**src/rtl/uart_frame_pkg.sv**
```systemverilog
// Shared definitions for the UART receive framing logic: command codes,
// FSM state encoding and the saturating error-counter helper.
package uart_frame_pkg;

    localparam logic [7:0] CMD_OPERAND  = 8'h4E;
    localparam logic [7:0] CMD_OPERATOR = 8'h4F;
    localparam logic [7:0] CMD_RESULT   = 8'h3D;

    localparam int ERR_COUNT_W = 8;

    typedef enum logic [1:0] {
        ST_IDLE    = 2'b00,
        ST_PAYLOAD = 2'b01,
        ST_COMMIT  = 2'b10
    } rx_frame_state_t;

    function automatic logic [ERR_COUNT_W-1:0] err_sat_inc(input logic [ERR_COUNT_W-1:0] v);
        return (v == {ERR_COUNT_W{1'b1}}) ? v : v + ERR_COUNT_W'(1);
    endfunction

endpackage

```
**src/rtl/frame_timeout_timer.sv**
```systemverilog
// Inter-byte watchdog: counts enabled cycles since the last clear and flags
// the cycle on which the allowed gap is used up.
module frame_timeout_timer #(
    parameter int TIMEOUT_CYCLES = 1000000
) (
    input  logic clk,
    input  logic reset,
    input  logic clear,
    input  logic enable,
    output logic expired
);

    localparam int CW = $clog2(TIMEOUT_CYCLES + 1);
    localparam logic [CW-1:0] LAST = CW'(TIMEOUT_CYCLES - 1);

    logic [CW-1:0] cnt_q;
    logic [CW-1:0] cnt_d;

    always_comb begin
        cnt_d = cnt_q;
        if (clear) begin
            cnt_d = '0;
        end else if (enable && (cnt_q != LAST)) begin
            cnt_d = cnt_q + CW'(1);
        end
    end

    always_ff @(posedge clk or posedge reset) begin
        if (reset) begin
            cnt_q <= '0;
        end else begin
            cnt_q <= cnt_d;
        end
    end

    // Expiry acts on the edge that completes TIMEOUT_CYCLES cycles of silence.
    assign expired = enable && (cnt_q == LAST);

endmodule

```
**src/rtl/uart_rx_frame_ctrl.sv**
```systemverilog
// Receive-side framer: turns the UART byte stream into operand/operator
// words with enter strobes and result-request triggers for the RPN ALU.
module uart_rx_frame_ctrl
    import uart_frame_pkg::*;
#(
    parameter int DATA_WIDTH     = 16,
    parameter bit MSB_FIRST      = 1'b1,
    parameter int TIMEOUT_CYCLES = 1000000
) (
    input  logic                   clk,
    input  logic                   reset,
    input  logic                   rx_ready,
    input  logic [7:0]             rx_data,
    output logic [DATA_WIDTH-1:0]  data_out,
    output logic                   data_is_op,
    output logic                   enter,
    output logic                   trigger,
    output logic [ERR_COUNT_W-1:0] err_count,
    output logic [3:0]             status
);

    localparam int NB    = DATA_WIDTH / 8;
    localparam int CNT_W = $clog2(NB + 1);
    localparam logic [CNT_W-1:0] NB_CNT  = CNT_W'(NB);
    localparam logic [CNT_W-1:0] ONE_CNT = CNT_W'(1);

    rx_frame_state_t        state_q, state_d;
    logic                   rx_ready_q;
    logic [CNT_W-1:0]       byte_cnt_q, byte_cnt_d;
    logic                   is_op_q, is_op_d;
    logic [DATA_WIDTH-1:0]  shift_q, shift_d;
    logic [DATA_WIDTH-1:0]  data_out_q, data_out_d;
    logic                   data_is_op_q, data_is_op_d;
    logic                   enter_q, enter_d;
    logic                   trigger_q, trigger_d;
    logic [ERR_COUNT_W-1:0] err_q, err_d;
    logic                   timeout_seen_q, timeout_seen_d;
    logic                   badcmd_seen_q, badcmd_seen_d;

    logic                   accept;
    logic                   tmr_clear;
    logic                   tmr_enable;
    logic                   tmr_expired;
    logic [CNT_W-1:0]       need;
    logic [7:0]             op_byte;
    logic [DATA_WIDTH-1:0]  shift_ins;

    assign accept     = rx_ready && !rx_ready_q;
    assign tmr_enable = (state_q == ST_PAYLOAD);
    assign tmr_clear  = accept || (state_q != ST_PAYLOAD);
    assign need       = is_op_q ? ONE_CNT : NB_CNT;

    // The single operator byte sits at whichever end the shift direction fills.
    assign op_byte   = MSB_FIRST ? shift_q[7:0] : shift_q[DATA_WIDTH-1 -: 8];
    assign shift_ins = MSB_FIRST ? ((shift_q << 8) | DATA_WIDTH'(rx_data))
                                 : ((shift_q >> 8) | (DATA_WIDTH'(rx_data) << (DATA_WIDTH - 8)));

    frame_timeout_timer #(
        .TIMEOUT_CYCLES(TIMEOUT_CYCLES)
    ) u_timer (
        .clk    (clk),
        .reset  (reset),
        .clear  (tmr_clear),
        .enable (tmr_enable),
        .expired(tmr_expired)
    );

    always_comb begin
        state_d        = state_q;
        byte_cnt_d     = byte_cnt_q;
        is_op_d        = is_op_q;
        shift_d        = shift_q;
        data_out_d     = data_out_q;
        data_is_op_d   = data_is_op_q;
        enter_d        = 1'b0;
        trigger_d      = 1'b0;
        err_d          = err_q;
        timeout_seen_d = timeout_seen_q;
        badcmd_seen_d  = badcmd_seen_q;

        case (state_q)
            ST_IDLE: begin
                if (accept) begin
                    case (rx_data)
                        CMD_OPERAND, CMD_OPERATOR: begin
                            state_d    = ST_PAYLOAD;
                            byte_cnt_d = '0;
                            is_op_d    = (rx_data == CMD_OPERATOR);
                            shift_d    = '0;
                        end
                        CMD_RESULT: trigger_d = 1'b1;
                        default: begin
                            badcmd_seen_d = 1'b1;
                            err_d         = err_sat_inc(err_q);
                        end
                    endcase
                end
            end
            ST_PAYLOAD: begin
                // A full count is checked first so the commit follows from registered state.
                if (byte_cnt_q == need) begin
                    state_d = ST_COMMIT;
                end else if (accept) begin
                    shift_d    = shift_ins;
                    byte_cnt_d = byte_cnt_q + ONE_CNT;
                end else if (tmr_expired) begin
                    state_d        = ST_IDLE;
                    timeout_seen_d = 1'b1;
                    err_d          = err_sat_inc(err_q);
                end
            end
            ST_COMMIT: begin
                data_out_d   = is_op_q ? DATA_WIDTH'(op_byte) : shift_q;
                data_is_op_d = is_op_q;
                enter_d      = 1'b1;
                state_d      = ST_IDLE;
            end
            default: state_d = ST_IDLE;
        endcase
    end

    always_ff @(posedge clk or posedge reset) begin
        if (reset) begin
            state_q        <= ST_IDLE;
            rx_ready_q     <= 1'b0;
            byte_cnt_q     <= '0;
            is_op_q        <= 1'b0;
            shift_q        <= '0;
            data_out_q     <= '0;
            data_is_op_q   <= 1'b0;
            enter_q        <= 1'b0;
            trigger_q      <= 1'b0;
            err_q          <= '0;
            timeout_seen_q <= 1'b0;
            badcmd_seen_q  <= 1'b0;
        end else begin
            state_q        <= state_d;
            rx_ready_q     <= rx_ready;
            byte_cnt_q     <= byte_cnt_d;
            is_op_q        <= is_op_d;
            shift_q        <= shift_d;
            data_out_q     <= data_out_d;
            data_is_op_q   <= data_is_op_d;
            enter_q        <= enter_d;
            trigger_q      <= trigger_d;
            err_q          <= err_d;
            timeout_seen_q <= timeout_seen_d;
            badcmd_seen_q  <= badcmd_seen_d;
        end
    end

    assign data_out   = data_out_q;
    assign data_is_op = data_is_op_q;
    assign enter      = enter_q;
    assign trigger    = trigger_q;
    assign err_count  = err_q;
    assign status     = {timeout_seen_q, badcmd_seen_q, state_q};

endmodule
```
**config.mk**
```make
export PLATFORM = sky130hd
export DESIGN_NAME = uart_rx_frame_ctrl
export DESIGN_NICKNAME = d
export VERILOG_FILES = /design/src/rtl/uart_frame_pkg.sv /design/src/rtl/frame_timeout_timer.sv /design/src/rtl/uart_rx_frame_ctrl.sv
export SDC_FILE = /design/constraint.sdc
export NUM_CORES = 1
export LEC_CHECK = 0
export ABC_AREA = 1
export CORE_MARGIN = 2
export CORE_UTILIZATION = 55
export DETAILED_ROUTE_END_ITERATION = 8
export GPL_ROUTABILITY_DRIVEN = 0
export PLACE_DENSITY = 0.87
export SLEW_MARGIN = 5
export SYNTH_ARGS = -nofsm -noshare
export SYNTH_HDL_FRONTEND = slang
export SYNTH_SLANG_ARGS = --single-unit
export TNS_END_PERCENT = 5
```
**constraint.sdc**
```tcl
create_clock -name clk -period 2.9 [get_ports clk]
set_input_delay 0.58 -clock clk [delete_from_list [all_inputs] [get_ports clk]]
set_output_delay 0.58 -clock clk [all_outputs]
set_load 0.05 [all_outputs]
```
[Word level (Yosys, flattened, before mapping)]
Cells that the tools add are included.
Word-level totals
  bits in registers: 71
  memory bits (writable): 0
  memories: 0
  latch bits: 0
  word-level logic and storage cells: 86
  input port bits: 11
  memory bits (read-only): 0
Operators by class
  multiply operators: 0
  add/sub/neg operators: 3
  magnitude comparators: 0
  bitwise gates (word level): 4
  shifts and indexed selects: 0
  mux-type cells: 31
  eq/ne operators: 19
  divide/modulo/power cells: 0
  reductions and logical operators: 16
Operators with widths (count)
  $mux 16: 5
  $mux 8: 6
  $mux 20: 2
  $pmux 16 s2: 1
  $add 20x1->20 const B: 1
  $eq 20x20->1 const B: 1
  $mux 2: 10
  $ne 20x20->1 const B: 1
  $eq 8x7->1 const B: 2
  $or 16x8->16: 1
  $pmux 8 s2: 1
  $ne 2x2->1 const B: 6
  $add 8x1->8 const B: 1
  $eq 8x6->1 const B: 1
  $eq 8x8->1 const B: 1
  $pmux 2 s2: 2
  $reduce_and 4->1: 2
  $ne 3x3->1 const B: 2
  $reduce_and 3->1: 2
  $reduce_and 6->1: 1
  $reduce_and 5->1: 1
  $mux 1: 4
  $ne 2x1->1 const B: 2
  $reduce_bool 2->1: 2
  11 further kinds: 15

[Longest topological paths before layout]
Gate-level depths: netlist (run 1).
  depth after elaboration: 6
  gate-level depth with buffers: 11

[Cells and area by module]
Synthesis (run 1) repeated with hierarchy kept, for this count alone.
Unflattened totals
  cell total of the unflattened synthesis: 446
  area total of the unflattened synthesis: 3673.5 µm²
Modules (own cells, without submodules)
  uart_rx_frame_ctrl: cells an instance 246, times used 1, area an instance 2250.9 µm²
  frame_timeout_timer: cells an instance 200, times used 1, area an instance 1422.6 µm²

[Worst setup path before layout (run 1)]
Ideal clock, no wire load.
  path kind: flip-flop to flip-flop
  start: reg err_q[0], in the netlist err_count[0]
  end: reg err_q[3], in the netlist err_count[3]
  setup time: 0.120 ns
  period minus slack after synthesis: 1.725 ns
  setup slack: 1.175 ns
  stages on the path, launching flop included: 8
  buffers on the path: 0
  arrival: 1.605 ns
  cell sequence: dfrtp_1 ha_1 nand2_1 nor3_1 a21oi_2 nand3_4 nand2_1 nand2_1
On the way
  cells in the longest elaborated chain, start to end: 6
  elaborated cells between the ends (all ways): 9
  those cells by class: add/sub (1); eq/ne (1); mux (7)
Ends and longest elaborated chain
  start: declaration: RTL line uart_rx_frame_ctrl.sv:36  | logic [ERR_COUNT_W-1:0] err_q, err_d;
  start signal: assignment: RTL line uart_rx_frame_ctrl.sv:146  | err_q <= err_d;
  $add 8x1->8 / $eq 8x8->1 (equally long branches): RTL line uart_frame_pkg.sv:18  | return (v == {ERR_COUNT_W{1'b1}}) ? v : v + ERR_COUNT_W'(1);
  $mux 8 (*): RTL line uart_frame_pkg.sv:18
  $mux 8: RTL line uart_rx_frame_ctrl.sv:106  | end else if (tmr_expired) begin
  $mux 8: RTL line uart_rx_frame_ctrl.sv:103  | end else if (accept) begin
  $mux 8: RTL line uart_rx_frame_ctrl.sv:101  | if (byte_cnt_q == need) begin
  $pmux 8 s2 (*): RTL line uart_rx_frame_ctrl.sv:81  | case (state_q)
Every way passes the cells marked *; elsewhere a longest branch is shown, timed or not. The select of a mux whose other input is x is not followed.
A chain may end at the register's enable or synchronous reset.

[Worst setup path after layout (run 1)]
  start: reg err_q[2], in the netlist err_count[2]
  end: out err_count[2]
RTL lines
  end: declaration: RTL line uart_rx_frame_ctrl.sv:18  | output logic [ERR_COUNT_W-1:0] err_count,
No word-level cell between the ends.

==> results of run 1 <==
==> path summary, 6_finish.rpt <==
kind                       depth (start not counted)  slack [ns]            to
max in group asynchronous                          3        1.96  err_count[6]
min reg2reg                                        2        0.48   shift_q[12]
min in group asynchronous                          3        0.62         enter
min                                                2        0.48   shift_q[12]
max reg2reg                                        4        1.08   data_out[8]
max                                                1        0.66  err_count[2]
==> sequential cells by signal (all words and copies together), names as in the netlist <==
| signal | cells |
|---|---|
| enter | 1 |
| shift_q | 16 |
| state_q | 2 |
| timeout_seen_q | 1 |
| rx_ready_q | 1 |
| is_op_q | 1 |
| trigger | 1 |
| data_out | 16 |
| data_is_op | 1 |
| u_timer.cnt_q | 20 |
| badcmd_seen_q | 1 |
| byte_cnt_q | 2 |
| err_count | 8 |
==> layout by cell type (no fill, tap or decap), drive strengths merged, types with 4 or more instances in the layout <==
cell type,n
clkdlybuf4s50,41
a21oi,7
clkbuf,11
nor2,47
nand4,14
inv,42
nand3,19
xnor2,6
xor2,8
a22o,8
dfrtp,71
nor3,4
o21ai,22
nand2,120
==> metrics by stage <==
step	worst slack, ns	util	hold WS, ns	std cells	area (um2)
6_report	0.6580	0.6853	0.4827	509	4058
5_1_grt	0.6202	0.6853	0.5113	509	4058
4_1_cts	0.6594	0.6853	0.4858	509	4058
3_5_place_dp	0.5569	0.6462	0.4560	493	3826
3_3_place_gp	0.6842	0.6462	0.4501	493	3826
2_1_floorplan	0.5234	-	0.4419	384	3369
==> layer usage <==
| metal | share of wire | wire [um] |
|---|---|---|
| met1 | 0.43 | 3000 |
| met2 | 0.51 | 3566 |
| met3 | 0.044 | 307 |
| met4 | 0.023 | 165 |
| met5 | 0 | 0 |
==> power groups by stage <==
| stage | clock, W | sequential [W] | combinational (W) |
|---|---|---|---|
| CTS | 0.000907 | 0.00110 | 0.000345 |
| detailed placement | 0 | 0.00112 | 0.000342 |
| finish | 0.000895 | 0.00110 | 0.000342 |
| floorplan | 0 | 0.00122 | 0.000113 |
| global placement | 0 | 0.00111 | 0.000332 |
| global route | 0.000951 | 0.00111 | 0.000371 |
==> final cells by class <==
class	instances	share of cell area
Sequential cell	71	0.4379
Multi-Input combinational cell	263	0.3358
Inverter	42	0.04009
Timing Repair Buffer	42	0.1061
Clock inverter	5	0.01973
Tap cell	75	0.02313
Clock buffer	11	0.03731
==> kinds of logic (layout without fill, tap and decap cells) <==
logic type      after synthesis  after routing  share of synthesized area
simple gates                206            206                     0.2859
buf+inv                      50            100                    0.06832
flops                        71             71                     0.5273
xor+xnor                     14             14                    0.03639
compound gates               41             41                    0.07464
fa+ha+maj                     2              2                   0.007425
==> worst min-delay path, cell delays in order, from the launching register on <==
cell	delay, ns
sky130_fd_sc_hd__dfrtp_1	0.35
sky130_fd_sc_hd__nand2_1	0.05
sky130_fd_sc_hd__nand2_1	0.05
==> summary.txt, run 1 <==
RUN STATUS
----------------------------------------------------------------------------------------------------
Outcome                                                                                    completed

TIMING
----------------------------------------------------------------------------------------------------
Sum Neg Setup Slack                                                                             0 ns
RSZ-0062 raised after global routing                                                              no
Clock skew after layout                                                                  0.008175 ns
Max_slew headroom                                                                             0.4805
Final Max Tran Viols                                                                               0
Post-layout min period                                                                      2.242 ns
Least-Margin Pin Slew                                                                      0.7774 ns
Final cycle utilization of the critical path                                                  0.7731
Hold Vio Cnt, Final                                                                                0
Fmax                                                                                       446.0 MHz
Setup violations, final                                                                            0

YOSYS
----------------------------------------------------------------------------------------------------
Commonest cells in the synthesized netlist                                              sky130_fd_sc_hd__nand2_1 (114), sky130_fd_sc_hd__dfrtp_1 (71), sky130_fd_sc_hd__inv_1 (37)
Number of enable-type register cells in the synthesized netlist                                    0
Mean area per synthesized cell                                                             8.775 um2
Count leader, synth                                                                     sky130_fd_sc_hd__nand2_1
Cells taking the most area after synthesis                                              sky130_fd_sc_hd__dfrtp_1 (53%), sky130_fd_sc_hd__nand2_1 (13%), sky130_fd_sc_hd__inv_1 (4.1%), sky130_fd_sc_hd__nor2_1 (4.0%), sky130_fd_sc_hd__nand4_1 (2.6%)
Share of async-settable or async-resettable flops after synthesis                              1.000
Post-synthesis net count                                                                         397
Cell taking the most area after synthesis                                               sky130_fd_sc_hd__dfrtp_1
Gate count of the mapped netlist                                                                 384
Synthesized flop and latch total                                                                  71
Main synth FF type                                                                      sky130_fd_sc_hd__dfrtp_1
Fraction of post-synthesis cell area in the top cell type by area                             0.5273
Sequential share of the synthesized area                                                      0.5273
Number of distinct library cells after synthesis                                                  33
Yosys Warn Count                                                                                   0
Mapped cell area                                                                            3369 um2

DRT
----------------------------------------------------------------------------------------------------
Count of TritonRoute iterations in the first routing pass                                          4
Routed vias                                                                                     2702
Average vias per placed instance                                                               5.308
Aggregate routed wire length                                                                7.039 mm
DRC marker count from the first detailed-route iteration                                         156
Average routed wire per standard cell                                                       13.83 um
Number of nets still failing antenna checks after routing                                          0
DRC violation count after routing                                                                  0

SETUP PATH
----------------------------------------------------------------------------------------------------
Launching element type of the critical path                                                     flop
Worst reg2reg path startpoint                                                             state_q[0]
Biggest cell delay along the critical path                                                   0.85 ns
Arrival time reported for the critical path endpoint                                         1.66 ns
Crit. Startpoint                                                                        err_count[2]
Kind of end point of the critical path                                                   output port
Data required, critical path                                                                 2.32 ns
Top fanout value on the critical path                                                              6
Buf+Inv Stages, Crit Path                                                                          1
Cell chain of the critical path                                                         clkdlybuf4s50_1
Worst Path Class, Setup                                                                 flop to output port
Worst path slowest cell                                                                 sky130_fd_sc_hd__clkdlybuf4s50_1
Largest delay contributor family on the critical path                                   buffers and inverters

FINISH
----------------------------------------------------------------------------------------------------
Area growth from synthesis to final layout                                                    20.42%
Number of antenna repair diodes                                                                    0
Layout cell share with drive strength beyond 1                                                0.1106
Area occupied by multi-input gates                                                          1363 um2
FF+latch area                                                                               1777 um2
Final-layout fill cell count                                                                     437
Final Net Count                                                                                  442

GLOBAL ROUTING
----------------------------------------------------------------------------------------------------
Top Usage Layer GRT                                                                             met2
Fraction of met2 tracks used by global routing                                                0.3774
Global-route wire length before repair                                                      11.83 mm
Global-route track usage on met1                                                              0.2932
Total global routing overflow                                                                      0
Number of global-route vias before repair                                                       2656
Met3 global-route usage                                                                      0.04457
Total global routing track utilization                                                        0.2296
Initial antenna violation count                                                                    0
Largest net degree at the start of global routing                                                 72

CTS
----------------------------------------------------------------------------------------------------
CTS H-Tree Depth                                                                                   3
Maximum number of buffers from clock root to sink                                                  2
Clk sink count                                                                                    71
CTS Buf Count                                                                                      9
TritonCTS clock tree                                                                           built
Root buffer selected by CTS                                                             sky130_fd_sc_hd__clkbuf_8
Gates resized, CTS repair                                                                          0
Clk Latency, worst-skew pair                                                                 0.34 ns
Cts-stage hold buffer count                                                                        0
Clock-pin slew reported for the worst setup and hold paths after clock tree synthesis        0.08 ns
Post-CTS Repair Setup Buffers                                                                      0

RUN
----------------------------------------------------------------------------------------------------
Max-Cap Viols                                                                                      0

POWER
----------------------------------------------------------------------------------------------------
Power per unit of standard cell area                                                    576.2 nW/um2
Leakage                                                                                     1.928 nW
Comb pwr share                                                                                 0.146
Part of the total power dissipated in the clock network                                        0.383
Total power                                                                               0.002338 W
Relative contribution of sequential cells to total power                                       0.471
Design internal power                                                                     0.001690 W
Switching share of power                                                                      0.2770
Switching power                                                                          0.0006476 W
Worst IR drop on VDD                                                                        334.2 uV

FLOORPLAN
----------------------------------------------------------------------------------------------------
Number of primary I/O pins                                                                        42
Core Box Area                                                                               5921 um2
Die outline height                                                                          82.27 um
Initial Utilization                                                                           0.5691
Area of the die                                                                             6768 um2
Std-Cell Rows                                                                                     28
Die W                                                                                       82.27 um

PLACEMENT
----------------------------------------------------------------------------------------------------
Number of buffers inserted by port buffering                                                      41
Placed wire-length estimate after detailed placement                                        4.853 mm

MIN PATH
----------------------------------------------------------------------------------------------------
Worst hold path startpoint                                                                shift_q[4]
Worst hold path type                                                                    flop to flop

No activity file was read; power rests on OpenSTA's default activity.
==> run 2, diff against run 1 <==
--- a/config.mk
+++ b/config.mk
@@ -7,10 +7,10 @@
 export LEC_CHECK = 0
 export ABC_AREA = 1
 export CORE_MARGIN = 2
-export CORE_UTILIZATION = 55
+export CORE_UTILIZATION = 50
 export DETAILED_ROUTE_END_ITERATION = 8
 export GPL_ROUTABILITY_DRIVEN = 0
-export PLACE_DENSITY = 0.87
+export PLACE_DENSITY = 0.84
 export SLEW_MARGIN = 5
 export SYNTH_ARGS = -nofsm -noshare
 export SYNTH_HDL_FRONTEND = slang
==> constraint.sdc (replaced) <==
create_clock -name clk -period 1.9 [get_ports clk]
set_input_delay 0.38 -clock clk [delete_from_list [all_inputs] [get_ports clk]]
set_output_delay 0.38 -clock clk [all_outputs]
set_load 0.05 [all_outputs]
==> summary.txt, run 2 (synthesis gave the netlist of run 1 again) <==
PLACEMENT
----------------------------------------------------------------------------------------------------
Area after detailed placement                                                               3905 um2
Placed wire-length estimate after detailed placement                                        4.993 mm
Number of buffers inserted by port buffering                                                      41

SETUP PATH
----------------------------------------------------------------------------------------------------
Launching element type of the critical path                                                     flop
Worst R2R Setup Slack                                                                        0.18 ns
Data required, critical path                                                                 1.52 ns
Arrival time reported for the critical path endpoint                                         1.47 ns
Top fanout value on the critical path                                                              1
Biggest cell delay along the critical path                                                   0.80 ns
Buf+Inv Stages, Crit Path                                                                          1
Worst Path Class, Setup                                                                 flop to output port
Largest delay contributor family on the critical path                                   buffers and inverters
Kind of end point of the critical path                                                   output port
Cell chain of the critical path                                                         clkdlybuf4s50_1
Worst path slowest cell                                                                 sky130_fd_sc_hd__clkdlybuf4s50_1

TIMING
----------------------------------------------------------------------------------------------------
Post-layout min period                                                                      1.851 ns
Hold Slack                                                                                 0.4617 ns
Setup violations, final                                                                            0
Final cycle utilization of the critical path                                                  0.9744
Max_slew headroom                                                                             0.6598
Least-Margin Pin Slew                                                                      0.5094 ns
Clock skew after layout                                                                   0.01020 ns
RSZ-0062 raised after global routing                                                              no
Fmax                                                                                       540.2 MHz
Hold Vio Cnt, Final                                                                                0
Final Max Tran Viols                                                                               0

GLOBAL ROUTING
----------------------------------------------------------------------------------------------------
Number of global-route vias before repair                                                       2796
Initial antenna violation count                                                                    0
Global-route wire length before repair                                                      12.25 mm
Largest net degree at the start of global routing                                                 72
Total global routing track utilization                                                        0.2106
Total global routing overflow                                                                      0

POWER
----------------------------------------------------------------------------------------------------
Total power                                                                               0.003566 W
Worst IR drop on VDD                                                                        395.0 uV
Power per unit of standard cell area                                                    863.8 nW/um2
Leakage                                                                                     2.141 nW

CTS
----------------------------------------------------------------------------------------------------
Post-CTS Repair Setup Buffers                                                                      0
Maximum number of buffers from clock root to sink                                                  2
CTS H-Tree Depth                                                                                   3
Clk sink count                                                                                    71
Clock-pin slew reported for the worst setup and hold paths after clock tree synthesis        0.09 ns
Root buffer selected by CTS                                                             sky130_fd_sc_hd__clkbuf_8
TritonCTS clock tree                                                                           built
Cts-stage hold buffer count                                                                        0
Clk Latency, worst-skew pair                                                                 0.35 ns
CTS Buf Count                                                                                      9

FLOORPLAN
----------------------------------------------------------------------------------------------------
Initial Utilization                                                                           0.5246
Number of primary I/O pins                                                                        42
Core Box Area                                                                               6422 um2
Area of the die                                                                             7411 um2
Die outline height                                                                          86.09 um
Die W                                                                                       86.09 um
Std-Cell Rows                                                                                     29

FINISH
----------------------------------------------------------------------------------------------------
Number of antenna repair diodes                                                                    0
Layout cell share with drive strength beyond 1                                                0.1554
Commonest non-fill, non-tap cell in the layout                                          sky130_fd_sc_hd__nand2_1
Final Instance Area                                                                         4128 um2
Commonest cells after routing, fill and taps aside                                      sky130_fd_sc_hd__nand2_1 (114), sky130_fd_sc_hd__dfrtp_1 (71), sky130_fd_sc_hd__inv_1 (36), sky130_fd_sc_hd__nor2_1 (36), sky130_fd_sc_hd__buf_4 (19)
Final-layout fill cell count                                                                     524
Final Util                                                                                    0.6427
Final Net Count                                                                                  452
Largest register FFs                                                                              20
Most flop-heavy register                                                                u_timer.cnt_q
Area growth from synthesis to final layout                                                    22.50%

DRT
----------------------------------------------------------------------------------------------------
DRC marker count from the first detailed-route iteration                                         190
Average routed wire per standard cell                                                       13.78 um
Aggregate routed wire length                                                                7.179 mm
Count of TritonRoute iterations in the first routing pass                                          5
Routed vias                                                                                     2707
DRC violation count after routing                                                                  0
Average vias per placed instance                                                               5.196
Number of nets still failing antenna checks after routing                                          0

MIN PATH
----------------------------------------------------------------------------------------------------
Worst hold path type                                                                    primary input to asynchronous set/reset pin

RUN STATUS
----------------------------------------------------------------------------------------------------
Outcome                                                                                    completed

RUN
----------------------------------------------------------------------------------------------------
Max-Cap Viols                                                                                      0

[run 2: routing by layer]
metal,vias to the layer above,GRT usage,wire length (um)
li1,1333,-,-
met1,1287,0.2511,3142
met2,78,0.3658,3619
met3,9,0.05197,345
met4,0,0.08081,72
met5,-,0,0
[run 2: path summary, 6_finish.rpt]
| kind | cells past startpoint | endpoint | from |
|---|---|---|---|
| hold reg to reg | 2 | data_out[7] | data_out[7] |
| hold / removal | 3 | shift_q[1] | reset |
| setup reg to reg | 8 | err_count[5] | u_timer.cnt_q[0] |
| min in group clk | 2 | data_out[7] | data_out[7] |
| max in group asynchronous | 3 | u_timer.cnt_q[15] | reset |
| setup / recovery | 1 | trigger | trigger |
[run 2: cell type report]
| class | count | area, um2 | share of cell area |
|---|---|---|---|
| timing repair buffer | 52 | 499.2 | 0.1209 |
| sequential | 71 | 1777 | 0.4304 |
| tap | 77 | 96.34 | 0.02334 |
| inverter | 42 | 166.4 | 0.04032 |
| clock inverter | 7 | 102.6 | 0.02486 |
| multi-input combinational | 263 | 1363 | 0.3301 |
| clock buffer | 9 | 123.9 | 0.03001 |
[run 2: metrics by stage]
step | cells | TNS [ns] | setup WS [ns]
floorplan | 384 | 0 | 0.1752
global placement | 505 | 0 | 0.03770
detailed placement | 505 | -0.001588 | -0.001588
CTS | 521 | 0 | 0.001442
global route | 521 | 0 | 0.007297
finish | 521 | 0 | 0.04871
[run 2: power by group]
| group | internal, W | switching (W) | leakage, nW |
|---|---|---|---|
| clock | 0.000755 | 0.000619 | 0.111 |
| combinational | 0.000167 | 0.000343 | 1.08 |
| sequential | 0.00159 | 0.0000886 | 0.953 |
[run 2: repair_timing]
item                                    CTS  global route
endpoints found under the setup margin   13             5
gates resized for setup                  13             5
gates cloned                              0             0
==> run 3, diff against run 2 <==
--- a/config.mk
+++ b/config.mk
@@ -11,6 +11,7 @@
 export DETAILED_ROUTE_END_ITERATION = 8
 export GPL_ROUTABILITY_DRIVEN = 0
 export PLACE_DENSITY = 0.84
+export SETUP_SLACK_MARGIN = 0.3
 export SLEW_MARGIN = 5
 export SYNTH_ARGS = -nofsm -noshare
 export SYNTH_HDL_FRONTEND = slang
==> summary.txt, run 3 (synthesis gave the netlist of run 1 again) <==
RUN STATUS
----------------------------------------------------------------------------------------------------
Outcome                                                                                    completed

FINISH
----------------------------------------------------------------------------------------------------
Most flop-heavy register                                                                u_timer.cnt_q
Final-layout fill cell count                                                                     526
Number of antenna repair diodes                                                                    0
Largest register FFs                                                                              20
Final Net Count                                                                                  453
Commonest non-fill, non-tap cell in the layout                                          sky130_fd_sc_hd__nand2_1
Commonest cells after routing, fill and taps aside                                      sky130_fd_sc_hd__nand2_1 (114), sky130_fd_sc_hd__dfrtp_1 (71), sky130_fd_sc_hd__inv_1 (36), sky130_fd_sc_hd__nor2_1 (36), sky130_fd_sc_hd__buf_4 (20)
Number of standard cells in the final layout excluding fillers                                   522
Layout cell share with drive strength beyond 1                                                0.1618
Area growth from synthesis to final layout                                                    22.58%

SETUP PATH
----------------------------------------------------------------------------------------------------
Largest delay contributor family on the critical path                                   buffers and inverters
Arrival time reported for the critical path endpoint                                         1.26 ns
Cell chain of the critical path                                                         dlygate4sd2_1
Buf+Inv Stages, Crit Path                                                                          1
Crit. Startpoint                                                                        data_out[12]
Kind of end point of the critical path                                                   output port
Worst path slowest cell                                                                 sky130_fd_sc_hd__dlygate4sd2_1
Biggest cell delay along the critical path                                                   0.54 ns
Worst reg2reg path startpoint                                                           u_timer.cnt_q[1]
Top fanout value on the critical path                                                              2
Launching element type of the critical path                                                     flop
Data required, critical path                                                                 1.52 ns
Worst Path Class, Setup                                                                 flop to output port

PLACEMENT
----------------------------------------------------------------------------------------------------
Placed wire-length estimate after detailed placement                                        4.993 mm
Number of buffers inserted by port buffering                                                      41
Placed instance count                                                                            505

TIMING
----------------------------------------------------------------------------------------------------
Sum Neg Setup Slack                                                                             0 ns
Fmax                                                                                       610.2 MHz
RSZ-0062 raised after global routing                                                             yes
Final Max Tran Viols                                                                               0
Hold Vio Cnt, Final                                                                                0
Final cycle utilization of the critical path                                                  0.8625
Clock skew after layout                                                                   0.01066 ns
Setup violations, final                                                                            0
Post-layout min period                                                                      1.639 ns
Least-Margin Pin Slew                                                                      0.4993 ns
Max_slew headroom                                                                             0.6666

DRT
----------------------------------------------------------------------------------------------------
DRC violation count after routing                                                                  0
Routed vias                                                                                     2708
Average vias per placed instance                                                               5.188
Aggregate routed wire length                                                                7.155 mm
Count of TritonRoute iterations in the first routing pass                                          4
Average routed wire per standard cell                                                       13.71 um
Number of nets still failing antenna checks after routing                                          0
DRC marker count from the first detailed-route iteration                                         184

CTS
----------------------------------------------------------------------------------------------------
CTS Buf Count                                                                                      9
Root buffer selected by CTS                                                             sky130_fd_sc_hd__clkbuf_8
CTS H-Tree Depth                                                                                   3
Clk sink count                                                                                    71
TritonCTS clock tree                                                                           built
Clock-pin slew reported for the worst setup and hold paths after clock tree synthesis        0.09 ns
Cts-stage hold buffer count                                                                        0
Clk Latency, worst-skew pair                                                                 0.35 ns
Maximum number of buffers from clock root to sink                                                  2

FLOORPLAN
----------------------------------------------------------------------------------------------------
Number of primary I/O pins                                                                        42
Area of the die                                                                             7411 um2
Die W                                                                                       86.09 um
Std-Cell Rows                                                                                     29
Die outline height                                                                          86.09 um
Initial Utilization                                                                           0.5246
Core Box Area                                                                               6422 um2

GLOBAL ROUTING
----------------------------------------------------------------------------------------------------
Total global routing overflow                                                                      0
Initial antenna violation count                                                                    0
Total global routing track utilization                                                        0.2112
Global-route wire length before repair                                                      12.29 mm
Number of global-route vias before repair                                                       2800
Largest net degree at the start of global routing                                                 72

MIN PATH
----------------------------------------------------------------------------------------------------
Worst hold path type                                                                    primary input to asynchronous set/reset pin

POWER
----------------------------------------------------------------------------------------------------
Worst IR drop on VDD                                                                        394.7 uV
Power per unit of standard cell area                                                    863.9 nW/um2
Leakage                                                                                     2.100 nW

RUN
----------------------------------------------------------------------------------------------------
Max-Cap Viols                                                                                      0

## run 3: report_power, final
group          internal [W]  total (W)  leakage (nW)  switching, W
Sequential          0.00159    0.00168         0.953     0.0000873
Combinational      0.000164   0.000507          1.04      0.000343
Clock              0.000755    0.00138         0.111      0.000626
Total               0.00251    0.00357          2.10       0.00106
## run 3: worst paths after layout
path / slack (ns) / cells after the start / to
max: 0.26 / 1 / data_out[12]
min: 0.47 / 3 / data_out[4]
max reg2reg: 0.27 / 8 / err_count[5]
min reg2reg: 0.49 / 1 / badcmd_seen_q
max in group asynchronous: 1.14 / 3 / err_count[7]
min in group clk: 0.49 / 1 / badcmd_seen_q
## run 3: layout make-up
type                    count  area, um2  area share
repair buffers             53      489.2      0.1184
well taps                  77      96.34     0.02333
clock inverters             7      102.6     0.02484
flip-flops and latches     71       1777      0.4302
clock buffers               9      123.9     0.02999
inverters                  42      166.4     0.04029
multi-input cells         263       1375      0.3329
## run 3: worst reg2reg max path: stages, from the launching register on
cell                      delay [ns]
sky130_fd_sc_hd__dfrtp_1        0.39
sky130_fd_sc_hd__ha_2           0.24
sky130_fd_sc_hd__nand3_2        0.12
sky130_fd_sc_hd__nor2_2         0.20
sky130_fd_sc_hd__nand3_2        0.15
sky130_fd_sc_hd__nand2_4        0.15
sky130_fd_sc_hd__nand3_4        0.13
sky130_fd_sc_hd__nand2_1        0.09
sky130_fd_sc_hd__nand2_1        0.05
## run 3: metrics by stage
| stage | setup slack, ns | power (W) | hold WS, ns | util | cell area [um2] |
|---|---|---|---|---|---|
| 2_1_floorplan | 0.1752 | 0.002039 | 0.4114 | - | 3373 |
| 3_3_place_gp | 0.03770 | 0.002208 | 0.4495 | 0.6080 | 3905 |
| 3_5_place_dp | -0.001588 | 0.002227 | 0.4569 | 0.6080 | 3905 |
| 4_1_cts | 0.04667 | 0.003586 | 0.4775 | 0.6396 | 4108 |
| 5_1_grt | 0.09836 | 0.003712 | 0.4995 | 0.6431 | 4130 |
| 6_report | 0.2613 | 0.003568 | 0.4699 | 0.6431 | 4130 |
## run 3: timing repair
item,in CTS,in global routing
pin swaps,0,2
endpoints found under the setup margin,33,49
gates resized for setup,19,4
buffers inserted,0,1
## run 3: routing by layer
metal	vias to the layer above	global-route usage	part of all wire
met2	61	0.3672	0.51
li1	1333	-	-
met5	-	0	0
met1	1303	0.2517	0.44
met3	11	0.05197	0.037
met4	0	0.08081	0.015
